[src/rtl/cpu_step_ctrl.sv]
// Run/step/breakpoint controller: debounces the run and step keys and issues a
// gated cpu_clk at half the mem_clk rate, counting every rising edge it issues.
module cpu_step_ctrl #(
   parameter int DEBOUNCE_CYCLES = 16,
   parameter int CNT_W           = 32
) (
   input  logic             mem_clk,
   input  logic             resetn,
   input  logic             key_run_n,
   input  logic             key_step_n,
   input  logic             bp_en,
   input  logic [31:0]      bp_addr,
   input  logic [31:0]      pc,
   output logic             cpu_clk,
   output logic [1:0]       state,
   output logic             bp_hit,
   output logic [CNT_W-1:0] cycle_cnt
);

   localparam int                DB_W    = $clog2(DEBOUNCE_CYCLES);
   localparam logic [DB_W-1:0]   DB_LAST = DB_W'(DEBOUNCE_CYCLES - 1);
   localparam int                KEY_RUN  = 0;
   localparam int                KEY_STEP = 1;

   typedef enum logic [1:0] {
      ST_HALT = 2'b00,
      ST_RUN  = 2'b01,
      ST_STEP = 2'b10
   } state_t;

   // Key pipeline, one bit per key (bit 0 run, bit 1 step); levels are active-low.
   logic [1:0]            sync1_q, sync1_d;
   logic [1:0]            sync2_q, sync2_d;
   logic [1:0]            lvl_q, lvl_d;
   logic [1:0]            lvl_dly_q, lvl_dly_d;
   logic [1:0]            evt_q, evt_d;
   logic [1:0][DB_W-1:0]  db_cnt_q, db_cnt_d;
   logic                  run_evt, step_evt;

   state_t                state_q, state_d;
   logic                  cpu_clk_q, cpu_clk_d;
   logic                  bp_hit_q, bp_hit_d;
   logic                  step_pending_q, step_pending_d;
   logic                  skip_bp_q, skip_bp_d;
   logic [CNT_W-1:0]      cycle_cnt_q, cycle_cnt_d;
   logic                  bp_stop, fire, rise;

   // NOTE: every signal written in an always_comb gets a default first, so no
   // path through the block can leave a value held and infer a latch.
   always_comb begin
      sync1_d   = {key_step_n, key_run_n};
      sync2_d   = sync1_q;
      lvl_d     = lvl_q;
      db_cnt_d  = '0;
      for (int k = 0; k < 2; k++) begin
         if (sync2_q[k] != lvl_q[k]) begin
            if (db_cnt_q[k] == DB_LAST) begin
               lvl_d[k] = sync2_q[k];
            end else begin
               db_cnt_d[k] = db_cnt_q[k] + DB_W'(1);
            end
         end
      end
      lvl_dly_d = lvl_q;
      // Pulse only on released -> pressed; a release is silent.
      evt_d     = lvl_dly_q & ~lvl_q;
   end

   assign run_evt  = evt_q[KEY_RUN];
   assign step_evt = evt_q[KEY_STEP];

   always_comb begin
      state_d        = state_q;
      bp_hit_d       = bp_hit_q;
      step_pending_d = step_pending_q;
      skip_bp_d      = skip_bp_q;
      cycle_cnt_d    = cycle_cnt_q;

      bp_stop = bp_en && (pc == bp_addr) && !cpu_clk_q && !skip_bp_q;
      fire    = ((state_q == ST_RUN)  && !bp_stop) ||
                ((state_q == ST_STEP) && step_pending_q);
      // A high phase always completes; a rise is only issued from the low phase.
      rise      = !cpu_clk_q && fire;
      cpu_clk_d = rise;

      if (rise) begin
         cycle_cnt_d    = cycle_cnt_q + CNT_W'(1);
         skip_bp_d      = 1'b0;
         step_pending_d = 1'b0;
      end

      unique case (state_q)
         ST_HALT: begin
            if (run_evt) begin
               state_d   = ST_RUN;
               bp_hit_d  = 1'b0;
               skip_bp_d = 1'b1;
            end else if (step_evt) begin
               state_d        = ST_STEP;
               step_pending_d = 1'b1;
               bp_hit_d       = 1'b0;
               skip_bp_d      = 1'b1;
            end
         end
         ST_RUN: begin
            if (bp_stop) begin
               state_d  = ST_HALT;
               bp_hit_d = 1'b1;
            end else if (run_evt) begin
               state_d = ST_HALT;
            end
         end
         ST_STEP: begin
            // The single pulse has been issued; go back on its falling edge.
            if (cpu_clk_q && !step_pending_q) begin
               state_d = ST_HALT;
            end
         end
         default: state_d = ST_HALT;
      endcase
   end

   // NOTE: sequential state uses non-blocking assignments so every flop samples
   // the values from before the edge, independent of statement order.
   always_ff @(posedge mem_clk) begin
      if (!resetn) begin
         sync1_q        <= 2'b11;
         sync2_q        <= 2'b11;
         lvl_q          <= 2'b11;
         lvl_dly_q      <= 2'b11;
         evt_q          <= 2'b00;
         db_cnt_q       <= '0;
         state_q        <= ST_HALT;
         cpu_clk_q      <= 1'b0;
         bp_hit_q       <= 1'b0;
         step_pending_q <= 1'b0;
         skip_bp_q      <= 1'b0;
         cycle_cnt_q    <= '0;
      end else begin
         sync1_q        <= sync1_d;
         sync2_q        <= sync2_d;
         lvl_q          <= lvl_d;
         lvl_dly_q      <= lvl_dly_d;
         evt_q          <= evt_d;
         db_cnt_q       <= db_cnt_d;
         state_q        <= state_d;
         cpu_clk_q      <= cpu_clk_d;
         bp_hit_q       <= bp_hit_d;
         step_pending_q <= step_pending_d;
         skip_bp_q      <= skip_bp_d;
         cycle_cnt_q    <= cycle_cnt_d;
      end
   end

   assign cpu_clk   = cpu_clk_q;
   assign state     = state_q;
   assign bp_hit    = bp_hit_q;
   assign cycle_cnt = cycle_cnt_q;

endmodule

[config.mk]
export PLATFORM = sky130hd
export DESIGN_NAME = cpu_step_ctrl
export DESIGN_NICKNAME = d
export VERILOG_FILES = /design/src/rtl/cpu_step_ctrl.sv
export SDC_FILE = /design/constraint.sdc
export NUM_CORES = 1
export LEC_CHECK = 0
export ABC_AREA = 0
export ABC_CLOCK_PERIOD_IN_PS = 2200
export BUFFER_PORTS_ARGS = -buffer_cell sky130_fd_sc_hd__buf_2
export CAP_MARGIN = 40
export CORE_ASPECT_RATIO = 1.4
export CORE_MARGIN = 3
export CORE_UTILIZATION = 40
export CTS_CLUSTER_SIZE = 8
export DETAILED_ROUTE_END_ITERATION = 16
export PLACE_DENSITY = 0.75
export SETUP_SLACK_MARGIN = 0.05
export SYNTH_ARGS = -nofsm -noshare
export SYNTH_HDL_FRONTEND = slang
export SYNTH_SLANG_ARGS = --single-unit
export TNS_END_PERCENT = 1
[constraint.sdc]
create_clock -name mem_clk -period 2.2 [get_ports mem_clk]
set_clock_uncertainty 0.1 [all_clocks]
set_input_delay 0.22 -clock mem_clk [delete_from_list [all_inputs] [get_ports mem_clk]]
set_output_delay 0.22 -clock mem_clk [all_outputs]
set_load 0.005 [all_outputs]
Word level (Yosys, flattened, before mapping)
Cells that the tools add are included.
Storage, ports and cells
  register bits: 56
  bits of input ports: 69
  output and inout bits: 36
  logic and storage cells: 71
Cells by class
  $add $sub $neg: 3
  equal/unequal tests: 11
  muxes and demuxes: 18
  bitwise operators: 5
  reduce and logical (&&, ||, !) cells: 20
Operators with widths (number)
  32-bit by 1-bit adder with 32-bit output, second input constant: 1
  32-bit == test: 1
  1-bit two-way mux: 11
  2-bit two-way mux: 5
  4-bit by 1-bit adder with 4-bit output, second input constant: 2
  4-bit == test, second input constant: 2
  1-bit logical AND: 7
  3-bit inequality test, second input constant: 2
  2-bit one-hot mux with 3 select lines: 1
  3-bit AND reduction: 2
  3-bit OR reduction: 2
  1-bit zero test: 4
  2-bit AND reduction: 2
  1-bit NOT: 3
  2-bit bitwise AND: 1
  2-bit by 1-bit == test with 1-bit output, second input constant: 1
  2-bit == test, second input constant: 1
  2-bit zero test: 1
  1-bit inequality test: 2
  2-bit by 1-bit inequality test with 1-bit output, second input constant: 1
  2-bit inequality test, second input constant: 1
  2-bit NOT: 1
  1-bit one-hot mux with 2 select lines: 1
  2-bit nonzero test: 1
  1-bit logical OR: 1

Depth between registers and ports, before layout
  word-level depth: 12
  gate-level depth with buffers: 8

Least setup slack after synthesis
OpenSTA, ideal clock, no wires.
  path type: reg-to-reg
  start point: reg cycle_cnt_q[13] (netlist: cycle_cnt[13])
  end point: reg cycle_cnt_q[30] (netlist: cycle_cnt[30])
  arrival: 1.777 ns
  required time: 2.028 ns
  path slack: 0.251 ns
  cell stages (with the launch flop): 7
  path buffers: 0
  period minus slack after synthesis: 1.949 ns
  path through: dfxtp_1 > nand4_2 > or3_1 > nor4_2 > nand4_1 > nor4_2 > mux2i_1
Between the ends
  longest elaborated chain between the ends: 1
Ends and longest elaborated chain
  start, declared: line 45  | logic [CNT_W-1:0] cycle_cnt_q, cycle_cnt_d;
  start signal, assigned: line 151  | cycle_cnt_q <= cycle_cnt_d;
  32-bit by 1-bit adder with 32-bit output: line 87  | cycle_cnt_d = cycle_cnt_q + CNT_W'(1);
Every way passes these cells.
A chain may end at the register's enable or synchronous reset.

Worst setup path after layout
  start point: reg cycle_cnt_q[9] (netlist: cycle_cnt[9])
  end point: reg cycle_cnt_q[15] (netlist: cycle_cnt[15])
Same word-level chain as after synthesis.

==> summary by stage <==
Synth
Yosys instantiated no cell more often than dfxtp_1. The count of state elements after synthesis is 56. The cell area after synthesis is 0.003089 mm². The number of flops mapped to enable cells by yosys is 0. The synthesized area per cell is 8.510 µm².

Synthesis handed over a netlist of 363 instances. The sequential element share of the synthesized area is 36.29%. By count the netlist is led by 56 x dfxtp_1, 32 x xnor2_1, 28 x nand2_1.

Yosys printed 0 warnings. Counting distinct cell types in the post-synthesis netlist gives 42. After synthesis, the cell types taking the most area are dfxtp_1 36%, xnor2_1 9.1%, mux2i_1 4.2%, nand2b_1 4.1%, nand4_1 3.6%. Summed over all instances, the cell type with the most area after synthesis is dfxtp_1. The number of nets produced by synthesis is 435. The most common flop cell mapped by yosys is dfxtp_1.

After synthesis, the largest area contributor takes up 36.29% of total cell area. Counting flops with an async set or reset pin after synthesis yields a share of 0%.

Clock tree
The number of buffers inserted during clock tree synthesis is 5. The clock network latency to the later pin of the worst-skew pair is 0.31 ns. CTS placed an instance of clkbuf_8 at the clock tree root. The maximum buffer depth of the clock tree is 2.

The number of H-tree levels is 2. The post-CTS setup buffer count is 0. After clock tree synthesis, the clock-pin slew on the worst setup and hold paths is 0.10 ns. TritonCTS built the clock tree.

The tree built by TritonCTS fans out to 56 sinks.

GRT
The overall overflow remaining after global route is 0. The first global-routing pass estimated 13190 µm of wire. The global-route track usage on met3 is 3.008%. For met2 alone, demand over resource in global routing was 35.13%. The pin count of the biggest net entering global routing is 48. The routing layer with the top usage in global route is met2.

In the global route stage, overall resource usage came out at 18.31%. The number of global-route vias before repair came to 3072. The initial antenna violation count came to 0. Global routing consumed, on the met1 layer, 19.74% of the routing resources.

Final layout
The fraction of layout cells with a size suffix above 1 is 29.98%. The core occupancy in the finished layout is 53.67%. The layout has 722 filler cells.

The sequential cell area in the final layout is 0.001122 mm². The area growth from synthesis to layout is 28.68%. The combined area of the multi-input logic cells is 0.001859 mm². The antenna diode count is 0.

In the final design database the tool counted 548 nets.

Placed design
The wire-length estimate of the detail-placed layout is 5930 µm. Timing analysis after detailed placement gives a worst setup slack of 0.1241 ns. The last weighted congestion value of the routability-driven placer is 0.8600. In this run the tool buffered the top-level ports with 104 buffer cells.

Timing
Headroom to the max-slew limit came out at 63.21%. The worst path needs 2.022 ns of the cycle, external delays included. For the final routed database, the setup TNS stands at 0 ns. The final critical path takes up 91.91% of the cycle.

Setup repair after global routing could not meet its margin everywhere. The final number of hold-violating endpoints is 0. Based on the critical path, the design can be clocked at up to 494.6 MHz. At the pin with the least slew margin, the transition time is 0.5513 ns. The final worst-path setup slack is 0.1780 ns. Setup violations remaining at the end of the flow were counted as 0. The final count of pins violating max slew is 0.

Setup path
The worst setup path is captured at a flop. The arrival time of data at the critical path endpoint is 2.16 ns. STA puts the critical path data required time at 2.34 ns. The maximum net fanout on the critical path is 8. The critical path is of the flop to flop type. The worst setup path is launched from a flop.

Drt
Summed over all layers, the routed wires come to 8046 µm. After detailed routing, the average wire length per cell comes to 14.02 µm. After the first detailed-routing iteration, the DRC count stood at 275. In the routed design, unresolved DRC markers number 0. The total iterations of the first detailed-routing run is 5.

The count of nets left with antenna violations once routing finished came out at 0. In the routed layout, each cell is associated on average with a via count of 5.542. The routed layout has 3181 vias.

Floorplan
After floorplanning, the core was divided into 37 placement rows. The x dimension of the die is 80.27 µm. The standard cell core area is 0.007407 mm². Once the floorplan was initialized, standard cells occupied 41.71% of the core. The overall die area is 0.008828 mm². The die outline height is 110.0 µm. Pin placement for this block handled 105 I/O pins.

Run status
The flow ran to the end, and the final reports show no timing, DRC or antenna violations.

Pwr
The leakage power summed over all cells is 1.599 nW. The switching share of total power is 22.92%. The clock group share of total power is 36.5%. The maximum vdd drop is 0.2750 mV.

The internal power of the cells totals 1.459 mW. The sequential share of power is 53.9%. In this run the power spent charging and discharging nets is 0.4338 mW. The portion of total power attributed to combinational logic is 9.6%. For this design the ratio of total power to cell area is 476.2 mW/mm².

Min path
The worst hold path belongs to the class input port to flop.

Flow run
Max-cap violations in this run came to 0.
==> per-layer routing <==
layer  vias to the layer above  wire [µm]
met4                         0        131
li1                       1557          -
met3                        11        575
met1                      1495       3094
met2                       118       4245
met5                         -          0
==> state kept, by name (all words and copies together) (netlist names) <==
register	cells
db_cnt_q	8
lvl_dly_d	2
skip_bp_q	1
cycle_cnt	32
sync1_q	2
step_pending_q	1
sync2_q	2
lvl_dly_q	2
evt_q	2
cpu_clk	1
bp_hit	1
state	2
==> critical path, cell delays in order (launching register included) <==
cell and delay [ns]:
dfxtp_1 0.38, and4_1 0.27, and3_1 0.27, and2_4 0.24, nand3_2 0.10, or4_1 0.41, a21oi_1 0.18
==> final timing paths <==
check / from / slack [ns] / cells after the start / endpoint
max: cycle_cnt[9]$_SDFFE_PN0P_ / 0.18 / 6 / cycle_cnt[15]$_SDFFE_PN0P_
min: resetn / 0.28 / 3 / lvl_dly_d[0]$_SDFFE_PN1P_
max reg2reg: cycle_cnt[9]$_SDFFE_PN0P_ / 0.18 / 6 / cycle_cnt[15]$_SDFFE_PN0P_
min reg2reg: lvl_dly_q[1]$_SDFF_PN1_ / 0.31 / 2 / evt_q[1]$_SDFF_PN0_
==> kinds of logic (layout without fill, tap and decap cells) <==
| logic type | count (synthesis) | in the layout | synth area share (%) |
|---|---|---|---|
| and+or+nand+nor | 158 | 158 | 29.61 |
| xor gates and xnor gates | 38 | 38 | 10.77 |
| muxes | 13 | 13 | 4.212 |
| adders and majority gates | 3 | 3 | 1.215 |
| buffers and inverters | 32 | 146 | 4.455 |
| AOI/OAI and AO/OA | 63 | 63 | 13.45 |
| DFF | 56 | 56 | 36.29 |
==> power by group through the flow <==
stage / clock [mW] / combinational [mW] / sequential (mW)
6_report: 0.692 / 0.182 / 1.02
5_1_grt: 0.741 / 0.203 / 1.02
4_1_cts: 0.713 / 0.183 / 1.02
3_5_place_dp: 0 / 0.178 / 1.04
3_3_place_gp: 0 / 0.173 / 1.04
2_1_floorplan: 0 / 0.0933 / 1.04
==> cell usage in the layout, fill, tap and decap left out, drive strengths merged, types with 2 or more instances in the layout <==
| cell | n |
|---|---|
| a21oi | 22 |
| a31oi | 2 |
| and2 | 3 |
| and3 | 7 |
| and4 | 4 |
| buf | 123 |
| clkbuf | 5 |
| dfxtp | 56 |
| dlygate4sd3 | 2 |
| ha | 3 |
| inv | 14 |
| mux2i | 13 |
| nand2 | 28 |
| nand2b | 20 |
| nand3 | 24 |
| nand3b | 2 |
| nand4 | 19 |
| nor2 | 15 |
| nor2b | 2 |
| nor3 | 9 |
| nor4 | 10 |
| o2111ai | 7 |
| o21ai | 8 |
| o311ai | 3 |
| o31ai | 14 |
| o41ai | 5 |
| or3 | 2 |
| or4 | 9 |
| xnor2 | 32 |
| xor2 | 6 |
==> stage by stage <==
step | power (mW) | std cells | hold slack (ns) | cell area, µm²
after floorplan | 1.136 | 363 | 0.2215 | 3089
after global placement | 1.216 | 564 | 0.2927 | 3812
after detailed placement | 1.222 | 564 | 0.3000 | 3812
after CTS | 1.915 | 574 | 0.2705 | 3949
after global routing | 1.964 | 574 | 0.2938 | 3975
final | 1.893 | 574 | 0.2811 | 3975
==> layout make-up <==
type | instances | area share [%]
multi-input cells | 275 | 46.77
flip-flops and latches | 56 | 28.23
repair buffers | 125 | 17.82
well taps | 97 | 3.053
clock buffers | 5 | 1.731
inverters | 13 | 1.228
clock inverters | 3 | 1.165
==> what timing repair did <==
item	4_1_cts	5_1_grt
setup endpoints to repair	1	21
hold buffers	2	0
gates resized for setup	1	6
endpoints found under the hold margin	2	0
(Power assumes the default switching activity.)
